File: config.mk
export PLATFORM = sky130hd
export DESIGN_NAME = uart_rx_cfg
export DESIGN_NICKNAME = d
export VERILOG_FILES = /design/src/rtl/uart_rx_cfg.sv
export SDC_FILE = /design/constraint.sdc
export NUM_CORES = 1
export LEC_CHECK = 0
export ABC_CLOCK_PERIOD_IN_PS = 2400
export CAP_MARGIN = 15
export CORE_ASPECT_RATIO = 1.75
export CORE_MARGIN = 2
export CORE_UTILIZATION = 56
export CTS_CLUSTER_SIZE = 16
export DETAILED_ROUTE_END_ITERATION = 12
export PLACE_DENSITY = 0.83
export SYNTH_ARGS = -nofsm -noshare
export SYNTH_HDL_FRONTEND = slang
export SYNTH_SLANG_ARGS = --single-unit
export TNS_END_PERCENT = 10
File: constraint.sdc
create_clock -name clk -period 2.4 [get_ports clk]
set_input_delay 0.24 -clock clk [delete_from_list [all_inputs] [get_ports clk]]
set_output_delay 0.24 -clock clk [all_outputs]
set_load 0.05 [all_outputs]
File: src/rtl/uart_rx_cfg.sv
// Parametrised UART receiver: 5-9 data bits LSB first, optional parity, 1 or 2 stop bits,
// mid-bit sampling on an external oversample tick with start-bit glitch rejection.
module uart_rx_cfg #(
  parameter int DATA_BITS  = 8,
  parameter int OVERSAMPLE = 16,
  parameter int PARITY_EN  = 0,
  parameter int PARITY_ODD = 0,
  parameter int STOP_BITS  = 1
) (
  input  logic                 clk,
  input  logic                 rstN,
  input  logic                 rx,
  input  logic                 s_tick,
  output logic [DATA_BITS-1:0] dout,
  output logic                 rx_done,
  output logic                 parity_err,
  output logic                 frame_err,
  output logic                 busy
);

  localparam int SW = $clog2(OVERSAMPLE);
  localparam int NW = $clog2(DATA_BITS);
  localparam logic [SW-1:0] S_MID       = SW'(OVERSAMPLE/2 - 1);
  localparam logic [SW-1:0] S_END       = SW'(OVERSAMPLE - 1);
  localparam logic [NW-1:0] N_DATA_LAST = NW'(DATA_BITS - 1);
  localparam logic [NW-1:0] N_STOP_LAST = NW'(STOP_BITS - 1);

  typedef enum logic [2:0] {IDLE, START, DATA, PARITY, STOP, BRK} state_t;

  state_t                 state;
  logic [SW-1:0]          s;
  logic [NW-1:0]          n;
  logic [DATA_BITS-1:0]   shreg;
  logic                   p_bad;
  logic                   f_bad;
  logic                   rx_p0;
  logic                   rx_s;

  // 1 when data plus received parity bit disagree with the configured parity sense
  function automatic logic parity_mismatch(input logic [DATA_BITS-1:0] data, input logic pbit);
    return (^{data, pbit}) ^ 1'(PARITY_ODD);
  endfunction

  // Stage p0/s: two-flop synchroniser, idles high
  always_ff @(posedge clk or negedge rstN) begin
    if (!rstN) begin
      rx_p0 <= 1'b1;
      rx_s  <= 1'b1;
    end else begin
      rx_p0 <= rx;
      rx_s  <= rx_p0;
    end
  end

  always_ff @(posedge clk) begin
    if (state == DATA && s_tick && s == S_END)
      shreg <= {rx_s, shreg[DATA_BITS-1:1]};
  end

  always_ff @(posedge clk or negedge rstN) begin
    if (!rstN) begin
      state      <= IDLE;
      s          <= '0;
      n          <= '0;
      p_bad      <= 1'b0;
      f_bad      <= 1'b0;
      dout       <= '0;
      rx_done    <= 1'b0;
      parity_err <= 1'b0;
      frame_err  <= 1'b0;
    end else begin
      rx_done <= 1'b0;
      case (state)
        IDLE: begin
          if (!rx_s) begin
            state <= START;
            s     <= '0;
            p_bad <= 1'b0;
            f_bad <= 1'b0;
          end
        end
        START: begin
          if (s_tick) begin
            if (s == S_MID) begin
              if (rx_s) begin
                state <= IDLE;
              end else begin
                state <= DATA;
                s     <= '0;
                n     <= '0;
              end
            end else begin
              s <= s + 1'b1;
            end
          end
        end
        DATA: begin
          if (s_tick) begin
            if (s == S_END) begin
              s <= '0;
              if (n == N_DATA_LAST) begin
                n     <= '0;
                state <= (PARITY_EN != 0) ? PARITY : STOP;
              end else begin
                n <= n + 1'b1;
              end
            end else begin
              s <= s + 1'b1;
            end
          end
        end
        PARITY: begin
          if (s_tick) begin
            if (s == S_END) begin
              p_bad <= parity_mismatch(shreg, rx_s);
              state <= STOP;
              s     <= '0;
              n     <= '0;
            end else begin
              s <= s + 1'b1;
            end
          end
        end
        STOP: begin
          if (s_tick) begin
            if (s == S_END) begin
              s <= '0;
              if (n != N_STOP_LAST) begin
                n     <= n + 1'b1;
                f_bad <= f_bad | ~rx_s;
              end else begin
                n          <= '0;
                f_bad      <= f_bad | ~rx_s;
                dout       <= shreg;
                parity_err <= p_bad;
                frame_err  <= f_bad | ~rx_s;
                rx_done    <= 1'b1;
                state      <= rx_s ? IDLE : BRK;
              end
            end else begin
              s <= s + 1'b1;
            end
          end
        end
        BRK: begin
          // a line held low must rise before another start edge is trusted
          if (rx_s) state <= IDLE;
        end
        default: state <= IDLE;
      endcase
    end
  end

  assign busy = (state != IDLE);

endmodule

* After elaboration in Yosys (flattened, before gate mapping)
Index checks and enable logic that the tools add are counted.
W data, S select, Z words.
** Word-level totals
- Flip-flop bits (word level) :: 33
- Latch bits :: 0
- Memory bits (writable) :: 0
- ROM bits :: 0
- Input port bits :: 4
- Output and inout bits :: 12
- Logic and storage cells :: 100
- Memories :: 0
** Operators by class
- Add/sub/neg operators :: 2
- $mul :: 0
- Divide/modulo/power cells :: 0
- Order comparisons :: 0
- Equality and inequality tests :: 22
- Shift operators :: 0
- Multiplexer cells :: 44
- Bitwise logic cells :: 3
- Reduce and logical (&&, ||, !) cells :: 17
** Operator list (number)
- $mux W3 :: 24
- $ne A2 B2 Y1 const B :: 11
- $mux W4 :: 5
- $pmux W3 S6 :: 1
- $pmux W3 S4 :: 1
- $pmux W4 S3 :: 1
- $reduce_and A12 Y1 :: 1
- $reduce_and A4 Y1 :: 3
- $reduce_and A10 Y1 :: 1
- $eq A3 B3 Y1 const B :: 3
- $mux W1 :: 9
- $reduce_bool A3 Y1 :: 3
- $reduce_xor A9 Y1 :: 1
- $eq A3 B2 Y1 const B :: 2
- $ne A2 B1 Y1 const B :: 3
- $add A4 B1 Y4 const B :: 1
- $eq A4 B3 Y1 const B :: 1
- $eq A4 B4 Y1 const B :: 1
- $pmux W1 S2 :: 2
- $reduce_bool A2 Y1 :: 2
- $reduce_bool A4 Y1 :: 1
- $add A3 B1 Y3 const B :: 1
- $eq A3 B1 Y1 const B :: 1
- $logic_not A3 Y1 :: 1
- 6 further kinds :: 8

* Longest topological paths before layout
- Depth after elaboration :: 5
- Gate-level depth with buffers :: 8
- Mapped depth without buffers :: 7

* Least setup slack after synthesis
No wires, ideal clock.
- Path kind :: register to register
- From :: register s[0]
- To :: register shreg[0], enable pin
- Data arrival time :: 1604 ps
- Data required time :: 2017 ps
- Setup slack :: 413 ps
- Stages on the path, launching flop included :: 6
- Buffers on the path :: 1
- Period minus slack after synthesis :: 1987 ps
- Path through :: dfrtp_1 -> ha_1 -> and3_1 -> buf_2 -> nand2_1 -> nor3_1
** Between the ends
- Cells in the longest elaborated chain, start to end :: 2
** Ends and longest elaborated chain
- from (decl) :: RTL line 31 : logic [SW-1:0] s;
- from (signal assigned) :: RTL line 93 : s <= s + 1'b1;
- from (signal assigned) :: RTL line 108 : s <= s + 1'b1;
- from (signal assigned) :: RTL line 120 : s <= s + 1'b1;
- $eq A4 B4 Y1 :: RTL line 56 : if (state == DATA && s_tick && s == S_END)
- $logic_and A1 B1 Y1 :: RTL line 56
- to (signal assigned) :: RTL line 57 : shreg <= {rx_s, shreg[DATA_BITS-1:1]};
- to (decl) :: RTL line 33 : logic [DATA_BITS-1:0] shreg;
Every way passes these cells.
A chain may end at the register's enable or synchronous reset.

* Final worst setup path
- From :: register state[0]
- To :: output port busy
** Between the ends
- Cells in the longest elaborated chain, start to end :: 1
** Ends and longest elaborated chain
- from (decl) :: RTL line 30 : state_t state;
- from (signal assigned) :: RTL line 103 : state <= (PARITY_EN != 0) ? PARITY : STOP;
- from (signal assigned) :: RTL line 138 : state <= rx_s ? IDLE : BRK;
- $reduce_bool A3 Y1 :: RTL line 154 : assign busy = (state != IDLE);
- to (decl) :: RTL line 18 : output logic busy
Every way passes these cells.

==> impl_metrics.toml <==
[run_status]
status = "complete, no violations"

[setup_path]
cp_max_fo = 15
cp.required_ps = 2160
slowest_delay_ps = 730
rr_startpoint = "state[2]"
crit_family = "buffers and inverters"
crit_path_end_kind = "primary output"
cp-start-kind = "flip-flop"
slowest_stage = "clkdlybuf4s50_1"
cp_data_arrival_time_ps = 2030
r2r_end = "dout[4]"
r2r_cells = 3
path_class = "reg2out"
reg2reg_setup_slack_ps = 280
path_cells = "or3_1, clkdlybuf4s50_1"
cp_num_buf_inv = 1

[synth]
syn_avg_cell_area_sq_um = 11.5
ys_async_sr_fraction_pct = 75.8
syn_nets = 153
synthDistinctLibCells = 44
yosys_warnings = 0
ys_ff_latch = 33
seq_area_frac_synth_pct = 51.9
synth_top_area_cell = "dfrtp_1"
synth-main-ff-cell = "dfrtp_1"
synthCells = 145
synth_top_area_share_pct = 34.4
syn_area_sq_um = 1670
synthTopCellsByArea = "dfrtp_1 (34%), edfxtp_1 (14%), mux2_1 (6.7%)"
synth_edf_count = 8

[sta]
period_minus_slack_ps = 2270
slew_headroom_pct = 59.2
fin_crit_sh_pct = 94.7
fmax_ghz = 0.440
finClkSkew_ps = 7.55
slew_viol_final = 0
hold_viol_final = 0
timing.hold.ws_ps = 327
finalSetupTns_ps = 0
rsz0062_at_grt = "false"
tightestPinTransition_ps = 610
setup_viol = 0

[clock_network]
ctsHoldBuffers = 0
clk_pin_slew_worst_paths_ps = 70
cts_buffers = 5
clkLatencyLatePin_ps = 290
root_buffer = "clkbuf_8"
clk_path_buf_depth = 2
cts-resized-gates = 0
cts.sinks = 33
post_cts_buffers = 0
cts_tree = "built"
ctsHtreeMaxLevel = 2

[die]
pin_count = 16
dieArea_sq_um = 3460
die_x_um = 45.3
num_rows = 26
fp.coreArea_sq_um = 2900
die_y_um = 76.3
initial_core_util_pct = 57.8

[global_route]
grt_pass1_vias = 1196
grt_max_degree = 18
grt_overflow = 0
grt_pass1_wl_mm = 5.55
antenna_found_initial = 0
grt_use_total_pct = 22.1

[layout]
final_cell_mix = "dfrtp_1 (23), clkdlybuf4s50_1 (15), mux2_1 (10)"
final_util_pct = 67.2
nets = 170
drive_above_1_share_pct = 12.9
fillers = 225
final_common_cell = "dfrtp_1"
antennaDiodeCount = 0
syn_to_final_growth_pct = 16.3

[route]
remaining_drc_errors = 0
drtAntennaViolNets = 0
drt_wl_total_mm = 3.21
wl_per_cell_um = 16.8
vias_per_cell = 6.00
first_pass_iters = 4
vias = 1146
drt_iter0_markers = 30

[flow_run]
drv_cap = 0

[pwr]
vdd_drop_max_mv = 0.612
cellPowerDensity_nw_per_um2 = 940
power.static_leakage_nw = 0.846

[place]
gp_congestion = 0.899
port_buffers = 15
hpwl_mm = 2.36

[hold_path]
worstHoldPathType = "in2async"
[sequential cells by signal, summed over array words and instances, names as in the netlist, 3 cells and up]
signal	count
dout	8
n	3
s	4
shreg	8
state	3
[worst max-delay path by stage]
| stage | cells past startpoint | end | slack, ps | startpoint |
|---|---|---|---|---|
| finish | 2 | busy | 130 | state[0] |
| global route | 2 | busy | 60 | state[0] |
| CTS | 2 | busy | 130 | state[0] |
| detailed placement | 5 | dout[4] | 270 | s[0] |
| global placement | 5 | dout[3] | 350 | s[0] |
| floorplan | 5 | shreg[0] | 410 | s[0] |
[metrics by stage]
step                power (mW)  area (sq um)  std cells  worst slack [ps]
finish                    1.83          1950        191               126
global route              1.94          1950        191              55.1
CTS                       1.85          1950        191               126
detailed placement        1.31          1830        183               273
global placement          1.29          1830        183               352
floorplan                 1.21          1670        145               413
[power by group]
| part | total, mW | switching (mW) | internal, mW |
|---|---|---|---|
| sequential | 0.742 | 0.103 | 0.640 |
| clock | 0.525 | 0.214 | 0.310 |
| combinational | 0.563 | 0.327 | 0.236 |
[area by class of cell]
class	count	area, sq um	area share, %
Clock buffer	5	68.8	3.53
Clock inverter	3	46.3	2.38
Inverter	6	22.5	1.16
Multi-Input combinational cell	98	733	37.7
Sequential cell	33	868	44.6
Tap cell	28	35.0	1.80
Timing Repair Buffer	18	173	8.87
[synthesized netlist by cell type (2+ instances only)]
master and instances:
a21oi_1 7, buf_2 4, buf_6 2, clkbuf_1 2
dfrtp_1 23, dfstp_2 2, edfxtp_1 8, ha_1 4
inv_1 6, mux2_1 10, nand2_1 8, nand2b_1 4
nand3_1 2, nor2_1 5, nor2b_1 3, nor3_1 4
nor3b_1 2, o21ai_0 7, o21ai_1 7, o22a_1 4
xnor2_1 8
[worst reg2reg max path, stage by stage (launching register included)]
cell	delay [ps]
dfrtp_1	630
or3b_4	500
nor3_4	490
mux2_1	390
[cell families (layout without fill, tap and decap cells)]
logic type,Yosys count,after routing,synth area share [%]
AND/OR/NAND/NOR,39,39,13.5
XOR/XNOR,9,9,4.71
AO/OA/AOI/OAI,34,34,14.6
buffers and inverters,14,32,4.33
flip-flops,33,33,51.9
adder cells (fa/ha/maj),5,5,3.66
multiplexers,11,11,7.32
[routing by layer]
metal  share of wire, %  global-route usage (%)  wire [um]
met1                 39                    26.0       1240
met2                 55                    36.7       1770
met3                3.8                    5.69        121
met4                2.1                    8.82         68
met5                  0                       0          0
Note: power is estimated with default switching activity, not from simulation.
